**config.mk**
```make
export PLATFORM = sky130hd
export DESIGN_NAME = signed_divider
export DESIGN_NICKNAME = d
export VERILOG_FILES = /design/src/rtl/signed_divider.sv
export SDC_FILE = /design/constraint.sdc
export NUM_CORES = 1
export LEC_CHECK = 0
export ABC_AREA = 1
export CAP_MARGIN = 10
export CORE_UTILIZATION = 25
export DETAILED_ROUTE_END_ITERATION = 6
export HOLD_SLACK_MARGIN = 0.08
export PLACE_DENSITY = 0.55
export SYNTH_ARGS = -nofsm -noshare
export SYNTH_HDL_FRONTEND = slang
export SYNTH_SLANG_ARGS = --single-unit
```
**constraint.sdc**
```tcl
create_clock -name clk -period 1.55 [get_ports clk]
set_input_delay 0.31 -clock clk [delete_from_list [all_inputs] [get_ports clk]]
set_output_delay 0.31 -clock clk [all_outputs]
set_load 0.02 [all_outputs]
```
**src/rtl/signed_divider.sv**
```systemverilog
// Sequential signed DW/VW divider: sign-magnitude restoring division, one quotient
// bit per clock, start/done pulse handshake matching the companion multiplier.
module signed_divider #(
  parameter int DW = 16,
  parameter int VW = 8
) (
  input  logic          clk,
  input  logic          rst_n,
  input  logic [DW-1:0] dividend,
  input  logic [VW-1:0] divisor,
  input  logic          Divide,
  output logic [DW-1:0] Quotient,
  output logic [VW-1:0] Remainder,
  output logic          Division_Done,
  output logic          Divide_By_Zero,
  output logic          Overflow,
  output logic          Busy
);

  localparam int CW = $clog2(DW);

  typedef enum logic [1:0] {IDLE, DIV, FIX, DONE} state_t;

  // Handshake: a start is the rising edge where Divide=1 while IDLE; Busy rises
  // on that edge and Division_Done pulses for exactly one cycle as Busy falls.
  // Divide outside IDLE is ignored, nothing is queued.
  state_t        state;
  logic [CW-1:0] count;
  logic [DW-1:0] dq;      // dividend magnitude shifting out, quotient bits shifting in
  logic [VW:0]   prem;    // partial remainder, always < |divisor|
  logic [VW:0]   dmag;    // |divisor|, VW+1 bits so the most negative divisor fits
  logic          sign_q;
  logic          sign_r;

  logic [DW:0]   dvd_ext;
  logic [DW:0]   dvd_abs;
  logic [VW:0]   dvs_ext;
  logic [VW:0]   dvs_abs;
  logic [VW:0]   shifted;
  logic [VW+1:0] diff;
  logic [VW-1:0] rmag;

  always_comb begin
    dvd_ext = {dividend[DW-1], dividend};
    dvd_abs = dividend[DW-1] ? -dvd_ext : dvd_ext;
    dvs_ext = {divisor[VW-1], divisor};
    dvs_abs = divisor[VW-1] ? -dvs_ext : dvs_ext;
    shifted = {prem[VW-1:0], dq[DW-1]};
    diff    = {1'b0, shifted} - {1'b0, dmag};
    rmag    = prem[VW-1:0];
  end

  always_ff @(posedge clk or negedge rst_n) begin
    if (!rst_n) begin
      state          <= IDLE;
      count          <= '0;
      dq             <= '0;
      prem           <= '0;
      dmag           <= '0;
      sign_q         <= 1'b0;
      sign_r         <= 1'b0;
      Quotient       <= '0;
      Remainder      <= '0;
      Division_Done  <= 1'b0;
      Divide_By_Zero <= 1'b0;
      Overflow       <= 1'b0;
      Busy           <= 1'b0;
    end else begin
      case (state)
        IDLE: begin
          Division_Done <= 1'b0;
          if (Divide) begin
            sign_q <= dividend[DW-1] ^ divisor[VW-1];
            sign_r <= dividend[DW-1];
            dmag   <= dvs_abs;
            prem   <= '0;
            count  <= '0;
            Busy   <= 1'b1;
            if (divisor == '0) begin
              // Raw dividend is kept so its low byte can be reported as remainder.
              dq    <= dividend;
              state <= DONE;
            end else begin
              dq    <= dvd_abs[DW-1:0];
              state <= DIV;
            end
          end
        end
        DIV: begin
          if (!diff[VW+1]) begin
            prem <= diff[VW:0];
            dq   <= {dq[DW-2:0], 1'b1};
          end else begin
            prem <= shifted;
            dq   <= {dq[DW-2:0], 1'b0};
          end
          count <= count + 1'b1;
          if (count == CW'(DW - 1)) state <= FIX;
        end
        FIX: begin
          Quotient       <= sign_q ? -dq : dq;
          Remainder      <= sign_r ? -rmag : rmag;
          // Only -min / -1 yields a positive magnitude that has no DW-bit encoding.
          Overflow       <= !sign_q && (dq == {1'b1, {(DW-1){1'b0}}});
          Divide_By_Zero <= 1'b0;
          Division_Done  <= 1'b1;
          Busy           <= 1'b0;
          state          <= DONE;
        end
        DONE: begin
          if (!Division_Done) begin
            // Arrived straight from IDLE with a zero divisor.
            Quotient       <= '0;
            Remainder      <= dq[VW-1:0];
            Divide_By_Zero <= 1'b1;
            Overflow       <= 1'b0;
            Division_Done  <= 1'b1;
            Busy           <= 1'b0;
          end else begin
            Division_Done <= 1'b0;
            state         <= IDLE;
          end
        end
        default: state <= IDLE;
      endcase
    end
  end

endmodule

```
==> impl_metrics.json <==
{
  "path_clk_slew_ns": 0.06,
  "cp_cell_sequence": "inv_2 > ha_4 > inv_4 > fa_2 > nand3_1 > nand4_1 > nand2_1 > nand2_1 > nand3_1 > nand2_1",
  "hold_ws_ns": 0.286,
  "cts_tree": "built",
  "synth_top_area_share_pct": 38.3,
  "io_buffers": 54,
  "cp_max_fo": 3,
  "yosys-top-cells-count": "nand2_1 (197), inv_1 (84), nand3_1 (70)",
  "hold_violations": 0,
  "power.share.clock_pct": 13.4,
  "hp-start": "divisor[5]",
  "wl_mm": 13.8,
  "grt_util_met2_pct": 22.4,
  "ioPinCount": 55,
  "n_fill_cell": 1761,
  "synth_area_leader_cell": "dfrtp_1",
  "die_x_um": 136,
  "setup_tns_ns": -0.359,
  "busiest_layer": "met2",
  "ys.warnings.count": 0,
  "place.gp.congestion": 0.809,
  "critPathSlowestCell": "dfrtp_1",
  "coreArea_sq_mm": 0.0175,
  "dp_hpwl_mm": 10.2,
  "yosysMostFrequentCell": "nand2_1",
  "drv_cap": 0,
  "synth_cells": 637,
  "met1_usage_pct": 21.7,
  "power.switching_uw": 6820,
  "reg2regPathDepth": 10,
  "num_vias": 4683,
  "start_kind": "flip-flop",
  "layout.nets": 856,
  "worstSkewPairLatency_ns": 0.33,
  "end_kind": "flip-flop",
  "dieArea_sq_mm": 0.0186,
  "fmax_mhz": 599,
  "ys_ff_latch": 69,
  "cts_buffers": 9,
  "fin_crit_sh_pct": 108,
  "arrival_ns": 1.89,
  "ys.flop_type": "dfrtp_1",
  "ys_top_cells_by_area": "dfrtp_1 (38%), nand2_1 (16%), nand3_1 (7.8%), inv_1 (7.0%), ha_1 (5.3%)",
  "whs_endpoint": "dmag[7]",
  "reg2reg_from": "dq[15]",
  "required_ns": 1.77,
  "dpl_cell_area_sq_mm": 0.00624,
  "clkSinkCount": 69,
  "drive_above_1_share_pct": 29.2,
  "path_buf_inv": 2,
  "ys_seq_area_share_pct": 38.3,
  "status": "finished, violations left",
  "rsz0062_at_grt": "yes",
  "area_growth_pct": 57.2,
  "use_met3_pct": 2.80,
  "diodes": 0,
  "intPower_uw": 8440,
  "grt_pass1_vias": 4321,
  "p_sw_share_pct": 44.7,
  "antenna_found_initial": 0,
  "clock_skew_ns": 0.00475,
  "report.final.slew_viol_count": 0,
  "grt_usage_pct": 15.0,
  "crit_top_cell": "nand2_1",
  "crit_type": "reg -> reg",
  "violations": "setup timing",
  "viasPerCell": 4.51,
  "hold_path_depth": 2,
  "p_leak_uw": 0.00354,
  "grt_max_degree": 70,
  "synth.net_count": 684,
  "p_comb_share_pct": 65.1,
  "slowest_delay_ns": 0.41,
  "stdcell_area_sq_mm": 0.00709,
  "setup_viol": 6,
  "synth.cell_area_sq_mm": 0.00451,
  "reg2reg_slack_ns": -0.12,
  "hold_path_class": "in -> reg",
  "core.rowCount": 48,
  "avgSynthCellArea_sq_um": 7.08,
  "async_reset_ff_share_pct": 100,
  "firstDrtPassIters": 5,
  "reg2reg_to": "prem[6]",
  "initial_core_util_pct": 25.8,
  "dieHeight_um": 136,
  "critPathTopFamily": "simple AND/OR/NAND/NOR gates",
  "powerDensity_mw_per_mm2": 2150,
  "ys_types": 36,
  "utilization_pct": 40.5,
  "clock_path_buffers": 2,
  "grt-ovfl-total": 0,
  "wl_per_cell_um": 13.3,
  "relSlewSlack_pct": 74.8,
  "max-vdd-ir-drop_mv": 0.847,
  "tightest_slew_ns": 0.378,
  "seqPwrFrac_pct": 21.5,
  "synth_edf_count": 0,
  "drc": 0,
  "cts_root_buffer": "clkbuf_16",
  "antenna_left": 0,
  "layout_min_cycle_time_ns": 1.67,
  "grt_pass1_wl_mm": 21.5,
  "cts_max_level": 3,
  "setup_slack_ns": -0.119,
  "drtIter0Drc": 270
}
## area by class of cell
cell class | count | area (sq um) | area share [%]
Tap cell | 225 | 282 | 3.97
Multi-Input combinational cell | 465 | 2820 | 39.7
Inverter | 89 | 349 | 4.93
Clock inverter | 4 | 47.5 | 0.671
Timing Repair Buffer | 175 | 1610 | 22.8
Clock buffer | 12 | 246 | 3.48
Sequential cell | 69 | 1730 | 24.4
## logic make-up after synthesis
logic type,share of synthesized area [%]
AOI/OAI and AO/OA,11.8
adders and majority gates,5.72
and+or+nand+nor,31.9
DFF,38.3
xor gates and xnor gates,3.30
buffers and inverters,8.99
## power groups by stage
stage                     clock (uW)  combinational, uW  sequential [uW]
final                           2050               9930             3290
after detailed placement           0               8480             3270
after global routing            2160              11000             3380
after global placement             0               8420             3260
after CTS                       2090               8630             3250
after floorplan                    0               4830             3510
## what timing repair did
item	CTS	global route
gates resized for setup	51	84
endpoints found under the setup margin	51	53
hold endpoints to repair	69	0
gates cloned	1	3
pin swaps	3	43
hold buffers	1	0
buffers inserted	2	13
## state kept, by name (all words and copies together) (netlist names), 2 cells and up
register,flops
Remainder,8
state,2
count,4
dq,16
prem,8
Quotient,16
dmag,9
## worst register-to-register path, cell delays in order, from the launching register on
cell and delay, ns:
dfrtp_1 0.41, inv_2 0.10, ha_4 0.14, inv_4 0.03
fa_2 0.36, nand3_1 0.12, nand4_1 0.09, nand2_1 0.08
nand2_1 0.07, nand3_1 0.10, nand2_1 0.06
## worst max path at each step
stage / from / end / slack [ns] / cells past startpoint
floorplan: state[0] / Remainder[7] / -0.01 / 10
global placement: divisor[0] / dq[14] / -0.36 / 12
detailed placement: divisor[0] / dq[13] / -0.38 / 12
CTS: dq[15] / prem[4] / -0.11 / 9
global route: dq[15] / prem[6] / -0.23 / 11
finish: dq[15] / prem[6] / -0.12 / 10
## through the flow
| step | setup WS, ns | cells | total power, uW |
|---|---|---|---|
| 2_1_floorplan | -0.0134 | 637 | 8340 |
| 5_1_grt | -0.231 | 1039 | 16500 |
| 4_1_cts | -0.115 | 1023 | 14000 |
| 6_report | -0.119 | 1039 | 15300 |
| 3_3_place_gp | -0.357 | 1003 | 11700 |
| 3_5_place_dp | -0.376 | 1003 | 11800 |
## placed cells by master, fill, tap and decap left out, types with 2 or more instances in the layout
cell type,synthesis,final
ha_2,0,3
xor2_1,15,15
a21oi_1,22,18
nor2_2,3,8
nand2_4,0,11
clkdlybuf4s50_1,0,20
o21ai_1,1,4
dlygate4sd2_1,0,28
a22oi_1,6,6
buf_12,0,9
o31ai_1,3,3
inv_4,0,4
dfrtp_2,0,3
nand3_2,2,6
o22ai_2,0,2
clkinv_2,0,2
nand4_1,13,13
clkbuf_16,0,11
ha_1,19,3
o21bai_1,6,6
o22ai_1,8,6
nand2_1,197,179
buf_6,0,6
nor3_1,3,3
nand3_1,70,64
dfrtp_1,69,66
nor2_1,43,33
clkbuf_1,5,2
o211ai_1,2,2
buf_4,1,102
o21ai_0,34,31
ha_4,0,13
nand2_2,2,9
nor2_4,1,6
nand3_4,0,3
o221ai_1,3,2
dlymetal6s2s_1,0,5
a21oi_2,1,4
inv_1,84,61
inv_2,5,23
## routing by layer
layer | share of wire [%] | wire length, um
met1 | 50 | 6870
met2 | 45 | 6170
met3 | 4.4 | 608
met4 | 1.2 | 165
met5 | 0 | 0
Note: power is estimated with default switching activity, not from simulation.
